### config.mk
export PLATFORM = sky130hd
export DESIGN_NAME = seg7_scan_driver
export DESIGN_NICKNAME = d
export VERILOG_FILES = /design/src/rtl/seg7_pkg.sv /design/src/rtl/seg7_scan_driver_decode.sv /design/src/rtl/seg7_scan_driver.sv
export SDC_FILE = /design/constraint.sdc
export NUM_CORES = 1
export LEC_CHECK = 0
export CORE_ASPECT_RATIO = 1.2
export CORE_MARGIN = 2
export CORE_UTILIZATION = 54
export CTS_CLUSTER_DIAMETER = 200
export DETAILED_ROUTE_END_ITERATION = 8
export GPL_TIMING_DRIVEN = 0
export PLACE_DENSITY = 0.78
export SETUP_SLACK_MARGIN = 0.1
export SYNTH_ARGS = -nofsm -noshare
export SYNTH_HDL_FRONTEND = slang
export SYNTH_SLANG_ARGS = --single-unit
### constraint.sdc
create_clock -name clk -period 3.15 [get_ports clk]
set_clock_uncertainty 0.05 [all_clocks]
set_input_delay 0.945 -clock clk [delete_from_list [all_inputs] [get_ports clk]]
set_output_delay 0.945 -clock clk [all_outputs]
set_load 0.005 [all_outputs]
### src/rtl/seg7_pkg.sv
// Purpose: shared segment codes and nibble-to-segment decode for the 7-segment scan driver.
// Segment vectors are abc_defg ordered: bit6 = a ... bit0 = g, active-high.
package seg7_pkg;

    localparam int unsigned SEG_W = 7;
    localparam int unsigned NIB_W = 4;

    typedef logic [SEG_W-1:0] seg_t;
    typedef logic [NIB_W-1:0] nib_t;

    localparam seg_t SEG_0     = 7'b111_1110;
    localparam seg_t SEG_1     = 7'b011_0000;
    localparam seg_t SEG_2     = 7'b110_1101;
    localparam seg_t SEG_3     = 7'b111_1001;
    localparam seg_t SEG_4     = 7'b011_0011;
    localparam seg_t SEG_5     = 7'b101_1011;
    localparam seg_t SEG_6     = 7'b101_1111;
    localparam seg_t SEG_7     = 7'b111_0000;
    localparam seg_t SEG_8     = 7'b111_1111;
    localparam seg_t SEG_9     = 7'b111_0011;
    localparam seg_t SEG_A     = 7'b111_0111;
    localparam seg_t SEG_B     = 7'b001_1111;
    localparam seg_t SEG_C     = 7'b100_1110;
    localparam seg_t SEG_D     = 7'b011_1101;
    localparam seg_t SEG_E     = 7'b100_1111;
    localparam seg_t SEG_F     = 7'b100_0111;
    localparam seg_t SEG_BLANK = 7'b000_0000;

    // Nibble to segments; letters A-F render blank unless hex_en is set.
    function automatic seg_t seg7_decode(input nib_t nib, input logic hex_en);
        seg_t s;
        s = SEG_BLANK;
        case (nib)
            4'h0: s = SEG_0;
            4'h1: s = SEG_1;
            4'h2: s = SEG_2;
            4'h3: s = SEG_3;
            4'h4: s = SEG_4;
            4'h5: s = SEG_5;
            4'h6: s = SEG_6;
            4'h7: s = SEG_7;
            4'h8: s = SEG_8;
            4'h9: s = SEG_9;
            4'hA: s = hex_en ? SEG_A : SEG_BLANK;
            4'hB: s = hex_en ? SEG_B : SEG_BLANK;
            4'hC: s = hex_en ? SEG_C : SEG_BLANK;
            4'hD: s = hex_en ? SEG_D : SEG_BLANK;
            4'hE: s = hex_en ? SEG_E : SEG_BLANK;
            default: s = hex_en ? SEG_F : SEG_BLANK;
        endcase
        return s;
    endfunction

endpackage

### src/rtl/seg7_scan_driver_decode.sv
// Purpose: combinational nibble decoder wrapping the package decode function.
// Ports:
//   nib_i  in   4  digit nibble
//   seg_o  out  7  abc_defg segments, active-high (combinational)
module seg7_nibble_decode
    import seg7_pkg::*;
#(
    parameter bit HEX_MODE = 1'b0
) (
    input  logic [NIB_W-1:0] nib_i,
    output logic [SEG_W-1:0] seg_o
);

    assign seg_o = seg7_decode(nib_i, HEX_MODE);

endmodule

### src/rtl/seg7_scan_driver.sv
// Purpose: multiplexed N-digit 7-segment scan driver with frame-synchronous value
// updates, leading-zero blanking and optional active-low pin polarity.
// Ports:
//   clk       in   1             rising-edge clock
//   rst_n     in   1             synchronous active-low reset
//   load      in   1             capture din/dp_in into the pending register
//   din       in   4*NUM_DIGITS  packed nibbles, [3:0] = digit 0
//   dp_in     in   NUM_DIGITS    decimal point per digit
//   blank_lz  in   1             leading-zero blanking enable (live)
//   seg       out  7             abc_defg segments of the enabled digit
//   dp        out  1             decimal point of the enabled digit
//   an        out  NUM_DIGITS    one-hot digit enable
//   load_ack  out  1             one-cycle pulse when the pending value becomes visible
module seg7_scan_driver
    import seg7_pkg::*;
#(
    parameter int unsigned NUM_DIGITS = 4,
    parameter int unsigned PRESCALE   = 1000,
    parameter bit          HEX_MODE   = 1'b0,
    parameter bit          ACTIVE_LOW = 1'b0
) (
    input  logic                    clk,
    input  logic                    rst_n,
    input  logic                    load,
    input  logic [4*NUM_DIGITS-1:0] din,
    input  logic [NUM_DIGITS-1:0]   dp_in,
    input  logic                    blank_lz,
    output logic [SEG_W-1:0]        seg,
    output logic                    dp,
    output logic [NUM_DIGITS-1:0]   an,
    output logic                    load_ack
);

    localparam int unsigned DIN_W = NIB_W * NUM_DIGITS;
    localparam int unsigned PRE_W = (PRESCALE > 1) ? $clog2(PRESCALE) : 1;
    localparam int unsigned IDX_W = (NUM_DIGITS > 1) ? $clog2(NUM_DIGITS) : 1;

    // Inactive (reset) levels of the pins; also the XOR mask applied to live values.
    localparam logic [SEG_W-1:0]      SEG_INV = {SEG_W{ACTIVE_LOW}};
    localparam logic [NUM_DIGITS-1:0] AN_INV  = {NUM_DIGITS{ACTIVE_LOW}};

    logic [PRE_W-1:0]      pre_q, pre_d;
    logic [IDX_W-1:0]      idx_q, idx_d;
    logic [DIN_W-1:0]      disp_q, disp_d;
    logic [NUM_DIGITS-1:0] disp_dp_q, disp_dp_d;
    logic [DIN_W-1:0]      pend_q, pend_d;
    logic [NUM_DIGITS-1:0] pend_dp_q, pend_dp_d;
    logic                  pend_vld_q, pend_vld_d;
    logic [SEG_W-1:0]      seg_q, seg_d;
    logic                  dp_q, dp_d;
    logic [NUM_DIGITS-1:0] an_q, an_d;
    logic                  ack_q, ack_d;

    logic                  pre_wrap;
    logic                  frame_end;
    logic                  xfer;
    logic [NIB_W-1:0]      cur_nib;
    logic                  cur_dp;
    logic                  cur_lz;
    logic [NUM_DIGITS-1:0] an_hot;
    logic [NUM_DIGITS-1:0] upper_zero;
    logic [SEG_W-1:0]      dec_seg;

    seg7_nibble_decode #(
        .HEX_MODE (HEX_MODE)
    ) u_dec (
        .nib_i (cur_nib),
        .seg_o (dec_seg)
    );

    // Digit select, one-hot enable and leading-zero detection from the display register.
    always_comb begin
        logic run_zero;
        cur_nib    = '0;
        cur_dp     = 1'b0;
        cur_lz     = 1'b0;
        an_hot     = '0;
        upper_zero = '0;
        run_zero   = 1'b1;
        // upper_zero[k]: nibbles k..N-1 are all zero
        for (int k = int'(NUM_DIGITS) - 1; k >= 0; k--) begin
            run_zero      = run_zero & (disp_q[NIB_W*k +: NIB_W] == '0);
            upper_zero[k] = run_zero;
        end
        for (int k = 0; k < int'(NUM_DIGITS); k++) begin
            if (idx_q == IDX_W'(k)) begin
                cur_nib   = disp_q[NIB_W*k +: NIB_W];
                cur_dp    = disp_dp_q[k];
                cur_lz    = (k != 0) && upper_zero[k];
                an_hot[k] = 1'b1;
            end
        end
    end

    // Scan timing, frame-boundary transfer and next output values.
    always_comb begin
        pre_wrap   = (pre_q == PRE_W'(PRESCALE - 1));
        frame_end  = pre_wrap && (idx_q == IDX_W'(NUM_DIGITS - 1));
        xfer       = frame_end && pend_vld_q;

        pre_d      = pre_wrap ? '0 : pre_q + PRE_W'(1);
        idx_d      = idx_q;
        if (pre_wrap) begin
            idx_d = (idx_q == IDX_W'(NUM_DIGITS - 1)) ? '0 : idx_q + IDX_W'(1);
        end

        disp_d     = xfer ? pend_q    : disp_q;
        disp_dp_d  = xfer ? pend_dp_q : disp_dp_q;

        // A load in the transfer cycle lands in pending after the old value moved out.
        pend_d     = load ? din   : pend_q;
        pend_dp_d  = load ? dp_in : pend_dp_q;
        pend_vld_d = load | (pend_vld_q & ~xfer);

        seg_d      = ((blank_lz && cur_lz) ? SEG_BLANK : dec_seg) ^ SEG_INV;
        dp_d       = cur_dp ^ ACTIVE_LOW;
        an_d       = an_hot ^ AN_INV;
        ack_d      = xfer;
    end

    // State and output registers.
    always_ff @(posedge clk) begin
        if (!rst_n) begin
            pre_q      <= '0;
            idx_q      <= '0;
            disp_q     <= '0;
            disp_dp_q  <= '0;
            pend_q     <= '0;
            pend_dp_q  <= '0;
            pend_vld_q <= 1'b0;
            seg_q      <= SEG_INV;
            dp_q       <= ACTIVE_LOW;
            an_q       <= AN_INV;
            ack_q      <= 1'b0;
        end else begin
            pre_q      <= pre_d;
            idx_q      <= idx_d;
            disp_q     <= disp_d;
            disp_dp_q  <= disp_dp_d;
            pend_q     <= pend_d;
            pend_dp_q  <= pend_dp_d;
            pend_vld_q <= pend_vld_d;
            seg_q      <= seg_d;
            dp_q       <= dp_d;
            an_q       <= an_d;
            ack_q      <= ack_d;
        end
    end

    assign seg      = seg_q;
    assign dp       = dp_q;
    assign an       = an_q;
    assign load_ack = ack_q;

endmodule

==> key figures <==
Run status
  • Status: completed

GRT
  • GRT Util Overall: 0.197
  • First-pass GRT wire length: 9120 um
  • Initial antenna violation count: 0
  • Vias in the first global route: 2002
  • Largest net degree at the start of global routing: 11
  • Grt ovf: 0

Clock network
  • TritonCTS clock tree: done
  • Post_cts resized: 0
  • Root Driver: clkbuf_8
  • Post-CTS Hold Buffers: 0
  • Clk_lat worst skew: 0.33 ns
  • # clock sinks: 66
  • Clock buffer depth: 2
  • CTS Buf Count: 9
  • H-Tree Depth: 3
  • Clock-pin slew on the worst setup and hold paths: 0.06 ns
  • Post CTS Setup Buffer Count: 0

Yosys
  • Ys async rst share: 0
  • EDFF count, synth: 0
  • Avg Cell Area, Syn: 10.3 um^2
  • Cell variety after synth: 43
  • Syn nets: 314
  • Mapped Area: roughly 2900 um^2
  • Register area share after synthesis: 0.461
  • FF+latch count, synth: 66
  • Synth warn: 0
  • Largest area contributor in the netlist: dfxtp_1
  • Yosys top cell area share: 0.461
  • Synth area leaders: dfxtp_1 46%, mux2i_1 15%, nor2b_1 9.2%
  • Most frequently used flop master after synthesis: dfxtp_1
  • Post-Syn Instances: 279

Pwr
  • Sequential power share: 0.515
  • P_leak: 0.00137 uW
  • Net Sw Power: 347 uW
  • Int Power: 1350 uW
  • Sw Share: 0.205
  • Pwr dens: 486 nW/um^2
  • Clock Power Share: 0.427
  • VDD IR max: about 0.26 mV
  • Comb power frac: 0.059

STA
  • Worst-Margin Slew: 0.557 ns
  • RSZ-0062 raised after global routing: no
  • Slew HR: 0.625
  • FMAX: around 0.39 GHz
  • Hold Fails Final Rpt: 0
  • Setup violations, final: 0
  • Fin Setup TNS: 0 ns
  • Fin crit share: 0.822
  • Fin. max-slew vios: 0
  • Setup WS post-layout: 0.559 ns
  • Final min period: 2.59 ns

Placement
  • Gp weighted congestion: 0.767
  • Dpl ws: roughly 0.59 ns
  • IO buf count: 34
  • DP HPWL: about 3800 um

Floorplan
  • DIE HEIGHT: 83.8 um
  • Core Rows: 29
  • I/O pin count: 37
  • Starting Density: 0.552
  • Placeable Area: 5190 um^2
  • Width of the die: slightly above 70 um
  • Die area: 5900 um^2

Drt
  • Routed WL per cell: 13.4 um
  • DRT iter0 DRCs: 47
  • Vias/cell: between 5 and 6
  • # DRC: 0
  • DR pass1 iterations: 4
  • DRT Wirelength: 5220 um
  • Vias: a little over 2000
  • Post-route ant nets: 0

Cells and area
  • NumNets Final: 359
  • # fillers: around 440
  • Antenna diodes: 0
  • Synth-to-layout area growth: 21.7%
  • Layout cell share with drive strength beyond 1: 0.0945

Setup path
  • Endpoint class of the critical path: register
  • Worst EP arrival: 2.80 ns
  • Crit start category: register
  • Worst r2r path cells: 9
  • Crit Path Class: register to register
  • Crit-path max FO: 10
  • Critical R2R Capture: seg[3]
  • Worst R2R Start: idx_q[0]
  • Reg2reg setup slack: 0.56 ns
  • Critical Path RT: 3.36 ns

Worst hold path
  • Worst Hold Class: register to register
  • WHS Path Cells: 1
  • Hold path endpoint: pre_q[0]
  • Hold Startpoint: pre_q[0]

Job
  • Max-cap viol count: 0
## registers in the layout, summed over array words and instances (netlist names)
signal	cells
idx_q	2
dp	1
disp_q	16
pend_dp_q	4
seg	7
pre_q	10
pend_vld_q	1
pend_q	16
load_ack	1
disp_dp_q	4
an	4
## critical path, cell delays in order (launching register included)
cell      delay [ns]
dfxtp_1         0.40
inv_1           0.08
ha_1            0.22
buf_2           0.18
a211o_1         0.28
o221ai_1        0.44
inv_1           0.15
ha_1            0.33
mux2_2          0.27
o21ai_1         0.12
## power by group through the flow
stage	Clock [uW]	Combinational (uW)	Sequential, uW
after global routing	779	111	874
after CTS	737	101	872
after floorplan	0	53.0	888
after detailed placement	0	101	891
after global placement	0	98.7	890
final	722	99.3	872
## metal layers
metal	vias to the layer above	share of wire	global-route usage
li1	1045	-	-
met1	938	0.45	0.239
met2	43	0.49	0.326
met3	6	0.043	0.0471
met4	0	0.014	0.0944
met5	-	0	0
## layout make-up
class                      instances  area [um^2]  area share
clock buffer                      13          169      0.0485
sequential                        66         1320       0.379
buffer                            17         81.3      0.0233
clock inverter                     2         35.0      0.0101
multi-input combinational        188         1430       0.411
inverter                           8         30.0     0.00861
tap                               62         77.6      0.0223
timing repair buffer              34          340      0.0976
## metrics by stage
stage | std cells | power [uW] | util | instance area (um^2) | hold WS, ns
detailed placement | 375 | 992 | 0.633 | 3280 | 0.404
global route | 390 | 1760 | 0.672 | 3490 | 0.449
floorplan | 279 | 941 | - | 2860 | 0.380
global placement | 375 | 989 | 0.633 | 3280 | 0.399
finish | 390 | 1690 | 0.672 | 3490 | 0.411
CTS | 390 | 1710 | 0.672 | 3490 | 0.420
## synthesized netlist by cell type, drive strengths merged (3+ instances only)
master,instances
dfxtp,66
mux2i,43
nor2b,42
ha,11
nand2,11
nor2,10
buf,9
clkbuf,8
inv,8
and2,6
o21ai,6
xnor2,5
nand3,4
nor3,4
a211o,3
a211oi,3
a21boi,3
mux2,3
nor4,3
o22ai,3
xor2,3
## layout by cell type (no fill, tap or decap), drive strengths merged, types with 2 or more instances in the layout
master         count
and2               6
nand2             11
nand3b             2
o22ai              3
a211oi             3
buf                9
xor2               3
a211o              3
clkbuf            21
nand3              4
a21oi              2
nor4               3
nand4              2
a21boi             3
nor3b              2
nor2b             42
inv                8
mux2               3
ha                11
nor2              10
or3                2
nor3               4
xnor2              5
or3b               2
and3b              2
o221ai             2
clkdlybuf4s50     34
dfxtp             66
mux2i             43
o21ai              6
o211ai             2
## kinds of logic after synthesis
kind of cell | share of synthesized area
adders and majority gates | 0.0481
DFF | 0.461
and+or+nand+nor | 0.194
xor gates and xnor gates | 0.0245
AOI/OAI and AO/OA | 0.0712
muxes | 0.162
buffers and inverters | 0.0389
## worst max path at each step
stage             start     end  cells past startpoint
3_5_place_dp   idx_q[0]  seg[3]                      9
4_1_cts        idx_q[0]  seg[3]                      9
5_1_grt        idx_q[0]  seg[3]                      9
3_3_place_gp   idx_q[0]  seg[3]                      9
6_report       idx_q[0]  seg[3]                      9
2_1_floorplan  idx_q[0]  seg[3]                      9
No activity file was read; power rests on OpenSTA's default activity.
